$ cat src/rtl/f_spsram_ctrl.sv
`default_nettype none
// ============================================================================
// f_spsram_ctrl : two-requester round-robin front end and zero-fill sequencer
//                 for a single-port SRAM.  Revision 1.0
// ============================================================================
module f_spsram_ctrl #(
  parameter int ADDR_WIDTH = 15,
  parameter int DATA_WIDTH = 128,
  parameter int INIT_EN    = 1
) (
  input  logic                    CLK,
  input  logic                    RST,
  input  logic                    req0_vld,
  output logic                    req0_rdy,
  input  logic                    req0_wr,
  input  logic [ADDR_WIDTH-1:0]   req0_addr,
  input  logic [DATA_WIDTH-1:0]   req0_wdata,
  input  logic [DATA_WIDTH/8-1:0] req0_be,
  input  logic                    req1_vld,
  output logic                    req1_rdy,
  input  logic                    req1_wr,
  input  logic [ADDR_WIDTH-1:0]   req1_addr,
  input  logic [DATA_WIDTH-1:0]   req1_wdata,
  input  logic [DATA_WIDTH/8-1:0] req1_be,
  output logic                    rsp0_vld,
  output logic                    rsp1_vld,
  output logic [DATA_WIDTH-1:0]   rsp_rdata,
  output logic                    init_done,
  output logic [ADDR_WIDTH-1:0]   mem_A,
  output logic                    mem_CEN,
  output logic [DATA_WIDTH-1:0]   mem_D,
  output logic [DATA_WIDTH/8-1:0] mem_WEN,
  input  logic [DATA_WIDTH-1:0]   mem_Q
);

  typedef enum logic [0:0] {
    ST_INIT = 1'b0,
    ST_RUN  = 1'b1
  } state_t;

  localparam state_t RST_STATE = (INIT_EN != 0) ? ST_INIT : ST_RUN;

  state_t                  state_q, state_d;
  logic [ADDR_WIDTH-1:0]   cnt_q, cnt_d;
  logic                    last_q, last_d;
  logic                    rsp0_vld_q, rsp0_vld_d;
  logic                    rsp1_vld_q, rsp1_vld_d;
  logic [ADDR_WIDTH-1:0]   mem_a_q, mem_a_d;
  logic [DATA_WIDTH-1:0]   mem_d_q, mem_d_d;
  logic [DATA_WIDTH/8-1:0] mem_wen_q, mem_wen_d;
  logic                    run;
  logic                    acc0, acc1;

  // On a conflict the requester that was not served last wins.
  always_comb begin
    run      = (state_q == ST_RUN) && !RST;
    req0_rdy = run && req0_vld && (!req1_vld || last_q);
    req1_rdy = run && req1_vld && (!req0_vld || !last_q);
    acc0     = req0_vld && req0_rdy;
    acc1     = req1_vld && req1_rdy;
  end

  always_comb begin
    state_d    = state_q;
    cnt_d      = cnt_q;
    last_d     = last_q;
    rsp0_vld_d = 1'b0;
    rsp1_vld_d = 1'b0;
    mem_CEN    = 1'b1;
    mem_A      = mem_a_q;
    mem_D      = mem_d_q;
    mem_WEN    = mem_wen_q;
    if (!RST && state_q == ST_INIT) begin
      mem_CEN = 1'b0;
      mem_A   = cnt_q;
      mem_D   = '0;
      mem_WEN = '0;
      cnt_d   = cnt_q + 1'b1;
      if (cnt_q == '1) begin
        state_d = ST_RUN;
      end
    end else if (acc0 || acc1) begin
      mem_CEN    = 1'b0;
      mem_A      = acc1 ? req1_addr  : req0_addr;
      mem_D      = acc1 ? req1_wdata : req0_wdata;
      if (acc1) begin
        mem_WEN = req1_wr ? ~req1_be : '1;
      end else begin
        mem_WEN = req0_wr ? ~req0_be : '1;
      end
      last_d     = acc1;
      rsp0_vld_d = acc0 && !req0_wr;
      rsp1_vld_d = acc1 && !req1_wr;
    end
  end

  // Idle cycles keep the SRAM pins at whatever was last driven.
  assign mem_a_d   = mem_A;
  assign mem_d_d   = mem_D;
  assign mem_wen_d = mem_WEN;

  always_ff @(posedge CLK) begin
    if (RST) begin
      state_q    <= RST_STATE;
      cnt_q      <= '0;
      last_q     <= 1'b1;
      rsp0_vld_q <= 1'b0;
      rsp1_vld_q <= 1'b0;
      mem_a_q    <= '0;
      mem_d_q    <= '0;
      mem_wen_q  <= '1;
    end else begin
      state_q    <= state_d;
      cnt_q      <= cnt_d;
      last_q     <= last_d;
      rsp0_vld_q <= rsp0_vld_d;
      rsp1_vld_q <= rsp1_vld_d;
      mem_a_q    <= mem_a_d;
      mem_d_q    <= mem_d_d;
      mem_wen_q  <= mem_wen_d;
    end
  end

  assign rsp0_vld  = rsp0_vld_q;
  assign rsp1_vld  = rsp1_vld_q;
  assign rsp_rdata = mem_Q;
  assign init_done = (state_q == ST_RUN) && !RST;

endmodule
`default_nettype wire

$ cat config.mk
export PLATFORM = sky130hd
export DESIGN_NAME = f_spsram_ctrl
export DESIGN_NICKNAME = d
export VERILOG_FILES = /design/src/rtl/f_spsram_ctrl.sv
export SDC_FILE = /design/constraint.sdc
export NUM_CORES = 1
export LEC_CHECK = 0
export ABC_AREA = 1
export ABC_CLOCK_PERIOD_IN_PS = 4850
export BUFFER_PORTS_ARGS = -buffer_cell sky130_fd_sc_hd__buf_4
export CORE_AREA = 4 4 284 286
export CTS_BUF_LIST = sky130_fd_sc_hd__clkbuf_16
export DETAILED_ROUTE_END_ITERATION = 6
export DIE_AREA = 0 0 288 290
export PLACE_DENSITY = 0.35
export SETUP_SLACK_MARGIN = 0.3
export SLEW_MARGIN = 20
export SYNTH_ARGS = -nofsm -noshare
export SYNTH_HDL_FRONTEND = slang
export SYNTH_SLANG_ARGS = --single-unit
export TNS_END_PERCENT = 50
$ cat constraint.sdc
create_clock -name CLK -period 4.85 [get_ports CLK]
set_input_delay 0.2425 -clock CLK [delete_from_list [all_inputs] [get_ports CLK]]
set_output_delay 0.2425 -clock CLK [all_outputs]
set_load 0.02 [all_outputs]
-- After elaboration in Yosys (flattened, before gate mapping)
Cells that the tools add are included.
- register bits after elaboration: 178
- bits in latches: 0
- RAM bits: 0
- bits in read-only memories: 0
- input port bits: 452
- output and inout port bits: 293
- logic and storage cells: 50
- memories kept: 0
- $add $sub $neg: 1
- multipliers: 0
- div/mod/pow operators: 0
- $lt $le $gt $ge: 0
- eq/ne operators: 1
- shift operators: 0
- mux-type cells: 13
- bitwise gates (word level): 5
- reductions and logical operators: 22
- operators with widths (operator ; number):
    128-bit two-way mux ; 3
    16-bit two-way mux ; 5
    15-bit two-way mux ; 3
    16-bit NOT ; 2
    15-bit by 1-bit adder with 15-bit output, second input constant ; 1
    15-bit equality test, second input constant ; 1
    1-bit logical AND ; 10
    1-bit logical NOT ; 6
    2-bit AND reduction ; 2
    1-bit logical OR ; 3
    1-bit NOT ; 3
    3-bit OR reduction ; 1
    1-bit two-way mux ; 2

-- Depth between registers and ports, before layout
- depth after elaboration: 8
- mapped depth: 10
- depth with buffers taken out: 8

-- Worst setup path before layout
Ideal clock, no wire load.
- path kind: input to output
- start: in RST
- end: out mem_WEN[10]
- arrival time: 1550 ps
- slack: 3058 ps
- stages: 9
- buffers on the path: 3
- cells stage by stage: buf_4 -> inv_2 -> nand4_4 -> nand2_2 -> nor2_4 -> buf_4 -> buf_2 -> nand2_1 -> nand2_1
- longest elaborated chain between the ends: 8
- elaborated cells between the ends (all ways): 13
- ends and longest elaborated chain (item ; RTL line ; source):
    start, declared ; 12 ; input logic RST,
    1-bit logical NOT (*) ; 56, 73 ;
    1-bit logical AND ; 56 ; run = (state_q == ST_RUN) && !RST;
    1-bit logical AND, on equally long branches (2 in series) ; 58, 57 ;
    1-bit logical AND, on equally long branches ; 60, 59 ;
    16-bit two-way mux or 1-bit logical OR (tied branches) ; 86, 82 ;
    16-bit two-way mux ; 82 ; end else if (acc0 || acc1) begin
    16-bit two-way mux (*) ; 73 ; if (!RST && state_q == ST_INIT) begin
    end, declared ; 32 ; output logic [DATA_WIDTH/8-1:0] mem_WEN,
Mark *: on every way between the ends. The rest lies on a longest branch, timed or not.

-- Worst setup path in the final report
- start: reg state_q
- end: out mem_D[101]
- longest elaborated chain between the ends: 7
- elaborated cells between the ends (all ways): 13
- ends and longest elaborated chain (item ; RTL line ; source):
    start, declared ; 43 ; state_t state_q, state_d;
    start signal, assigned ; 113 ; state_q <= state_d;
    1-bit logical AND ; 56 ;
    1-bit logical AND, on equally long branches (2 in series) ; 58, 57 ;
    1-bit logical AND, on equally long branches ; 60, 59 ;
    128-bit two-way mux or 1-bit logical OR (tied branches) ; 85, 82 ;
    128-bit two-way mux ; 82 ;
    128-bit two-way mux (*) ; 73 ;
    end, declared ; 31 ; output logic [DATA_WIDTH-1:0] mem_D,
Marked as above.

==> results.py <==
metrics = {
    "timing": {
        "finalCritPeriodShare": 0.732,
        "rsz0062_at_grt": "no",
        "hold_ws_ns": 0.0727,
        "slew_headroom": 0.371,
        "worst_slack_ns": 1.30,
        "finalMaxSlewViolations": 0,
        "finClkSkew_ns": 0.0161,
        "setup_viol": 0,
        "min_period_ns": 3.55,
        "worst_pin_slew_ns": 0.944,
        "clock.fmax_ghz": 0.282,
        "tns_ns": 0,
        "hold_viol_final": 0,
    },
    "clock_tree": {
        "htreeDepth": 4,
        "clk_pin_slew_worst_paths_ns": 0.08,
        "clkSinkCount": 178,
        "cts_tree": "built",
        "cts-buffers-inserted": 17,
        "cts_setup_buffers": 0,
        "clkLatencyLatePin_ns": 0.47,
        "clockBufferDepth": 2,
        "cts-root-buf": "clkbuf_16",
    },
    "critical_path": {
        "start_kind": "flop",
        "crit_fanout": 71,
        "path_class": "reg -> out",
        "cpMaxStageDelayCell": "nand2_2",
        "worstPathRequired_ns": 4.61,
        "arrival_ns": 3.31,
        "crit_chain": "inv_2 > nor2_8 > nand3_4 > nand2_2 > nor2_4 > buf_4 > nand2_1 > nand2_1 > buf_4",
        "critPathCaptureType": "output pin",
        "cpPeakStageDelay_ns": 0.62,
    },
    "finish": {
        "final_util": 0.182,
        "synthToLayoutAreaGrowth_pct": 43.9,
        "multi_input_area_um2": 4270,
        "seq_area_um2": 3560,
        "antenna_cells": 0,
        "layout.nets": 2254,
        "drive_above_1_share": 0.298,
        "nFillCells": 9075,
    },
    "floorplan": {
        "die_x_um": 288,
        "ios": 745,
        "start_util": 0.126,
        "die_height_um": 290,
        "num_rows": 103,
        "dieArea_um2": 83500,
        "fp.coreArea_um2": 78400,
    },
    "yosys": {
        "synthXorXnorAreaFrac": 0,
        "syn-num-nets": 1957,
        "synth.avg_cell_area_um2": 6.57,
        "synth_top_family_by_area": "simple AND/OR/NAND/NOR gates",
        "yosys.area_share.simple": 0.224,
        "synth_area_um2": 9890,
        "syn_inst": 1504,
        "yosysUniqueCellTypes": 29,
        "synthMuxAreaShare": 0,
        "synth_top_flop_cell": "dfxtp_1",
        "synth-seq-cells": 178,
        "synth_seq_area_share": 0.360,
        "synthAdderAreaFrac": 0.00127,
        "async_reset_ff_frac": 0,
        "synth-edff-count": 0,
        "synth-compound-area-share": 0.205,
        "yosysWarnings": 0,
    },
    "pwr": {
        "p_per_area_nw_per_um2": 238,
        "clkPwrFrac": 0.455,
        "intPower_w": 0.00251,
        "p_sw_w": 0.000880,
        "p_total_w": 0.00339,
        "netSwitchingFraction": 0.260,
        "leakagePower_nw": 7.34,
        "p_seq_frac": 0.436,
        "irDropWorstVdd_uv": 171,
        "p_comb_frac": 0.109,
    },
    "global_routing": {
        "grt_first_pass_wirelength_um": 63600,
        "grt.total_usage": 0.0997,
        "grt-ovfl-total": 0,
        "grt_max_degree": 161,
        "grt_pass1_vias": 10300,
        "antenna_found_initial": 1,
    },
    "route": {
        "wl_per_cell_um": 15.3,
        "ant_nets": 0,
        "drc": 0,
        "drt-total-wl_um": 43700,
        "drtPass1Iterations": 5,
        "vias": 10400,
        "drt_iter0_markers": 423,
        "routed_via_density": 3.64,
    },
    "placement": {
        "dp_slack_ns": 1.66,
        "dp_hpwl_um": 33300,
        "io_buffer_count": 488,
        "gp_congestion": 0.823,
    },
    "status": {
        "status": "complete, no violations",
    },
    "hold_path": {
        "min_path_type": "in -> reg",
    },
    "job": {
        "maxCapViolCount": 0,
    },
}
[layout by cell type (no fill, tap or decap), types with 17 or more instances in the layout]
master / n
buf_4: 496
nand4_1: 17
nand2_1: 369
a21oi_1: 136
nor2_1: 18
o21ai_1: 66
dfxtp_1: 178
o21ai_0: 198
inv_1: 181
nand3_1: 85
clkbuf_16: 17
[timing repair]
| item | CTS | global route |
|---|---|---|
| hold buffers | 1 | 0 |
| resized for setup | 0 | 0 |
| endpoints found under the hold margin | 1 | 0 |
[kinds of logic (layout without fill, tap and decap cells)]
group	count (synthesis)	count (layout)
buffers and inverters	404	713
DFF	178	178
adders and majority gates	1	1
AOI/OAI and AO/OA	404	404
and+or+nand+nor	517	517
[worst paths after layout]
kind,cells past startpoint,slack [ns],end,from
max,9,1.30,mem_D[101],state_q
min,3,0.07,mem_d_q[94],req1_wdata[94]
min reg2reg,2,0.47,mem_wen_q[15],mem_wen_q[15]
max reg2reg,8,2.03,mem_d_q[33],state_q
[state kept, by name (all words and copies together) (netlist names)]
name       cells
rsp0_vld       1
last_q         1
mem_wen_q     16
mem_a_q       15
rsp1_vld       1
mem_d_q      128
cnt_q         15
state_q        1
[layout make-up]
cell class	count	area share
multi-input cells	922	0.300
clock inverters	14	0.0138
well taps	1050	0.0923
repair buffers	499	0.265
inverters	183	0.0483
flip-flops and latches	178	0.250
clock buffers	17	0.0299
[cells in the mapped netlist (2+ instances only)]
cell type,count,share of area
a21oi_1,137,0.069
dfxtp_1,178,0.36
buf_1,11,0.0042
buf_4,130,0.099
clkbuf_1,60,0.023
nor2_1,19,0.0072
nand2_1,369,0.14
inv_2,2,0.00076
inv_1,181,0.069
buf_6,6,0.0068
nand4_1,17,0.011
o21ai_0,198,0.10
nor2_4,2,0.0023
nand3b_1,15,0.011
buf_2,14,0.0071
nand3_1,85,0.043
o21ai_1,66,0.033
nor3_1,3,0.0015
[power by group through the flow]
| stage | logic (W) | clock network [W] | registers (W) |
|---|---|---|---|
| after detailed placement | 0.000377 | 0 | 0.00151 |
| after global routing | 0.000406 | 0.00169 | 0.00148 |
| final | 0.000368 | 0.00154 | 0.00148 |
| after global placement | 0.000377 | 0 | 0.00151 |
| after floorplan | 0.000266 | 0 | 0.00151 |
| after CTS | 0.000379 | 0.00165 | 0.00148 |
[worst max-delay path: cells and delay by family (launching register included)]
| family | cells | cell delay (ns) |
|---|---|---|
| buf+inv | 3 | 0.64 |
| flops | 1 | 0.47 |
| simple gates | 6 | 1.56 |
[through the flow]
stage               area (um^2)  instances
floorplan                  9890       1504
global placement          13600       2831
detailed placement        13600       2831
CTS                       14200       2863
global route              14200       2863
finish                    14200       2863
[per-layer routing]
layer | wire length (um) | track usage
met1 | 17300 | 0.111
met4 | 1900 | 0.0505
met3 | 3710 | 0.0366
met2 | 20800 | 0.166
met5 | 13 | 0.00233
Power figures use the tool's default switching activity.
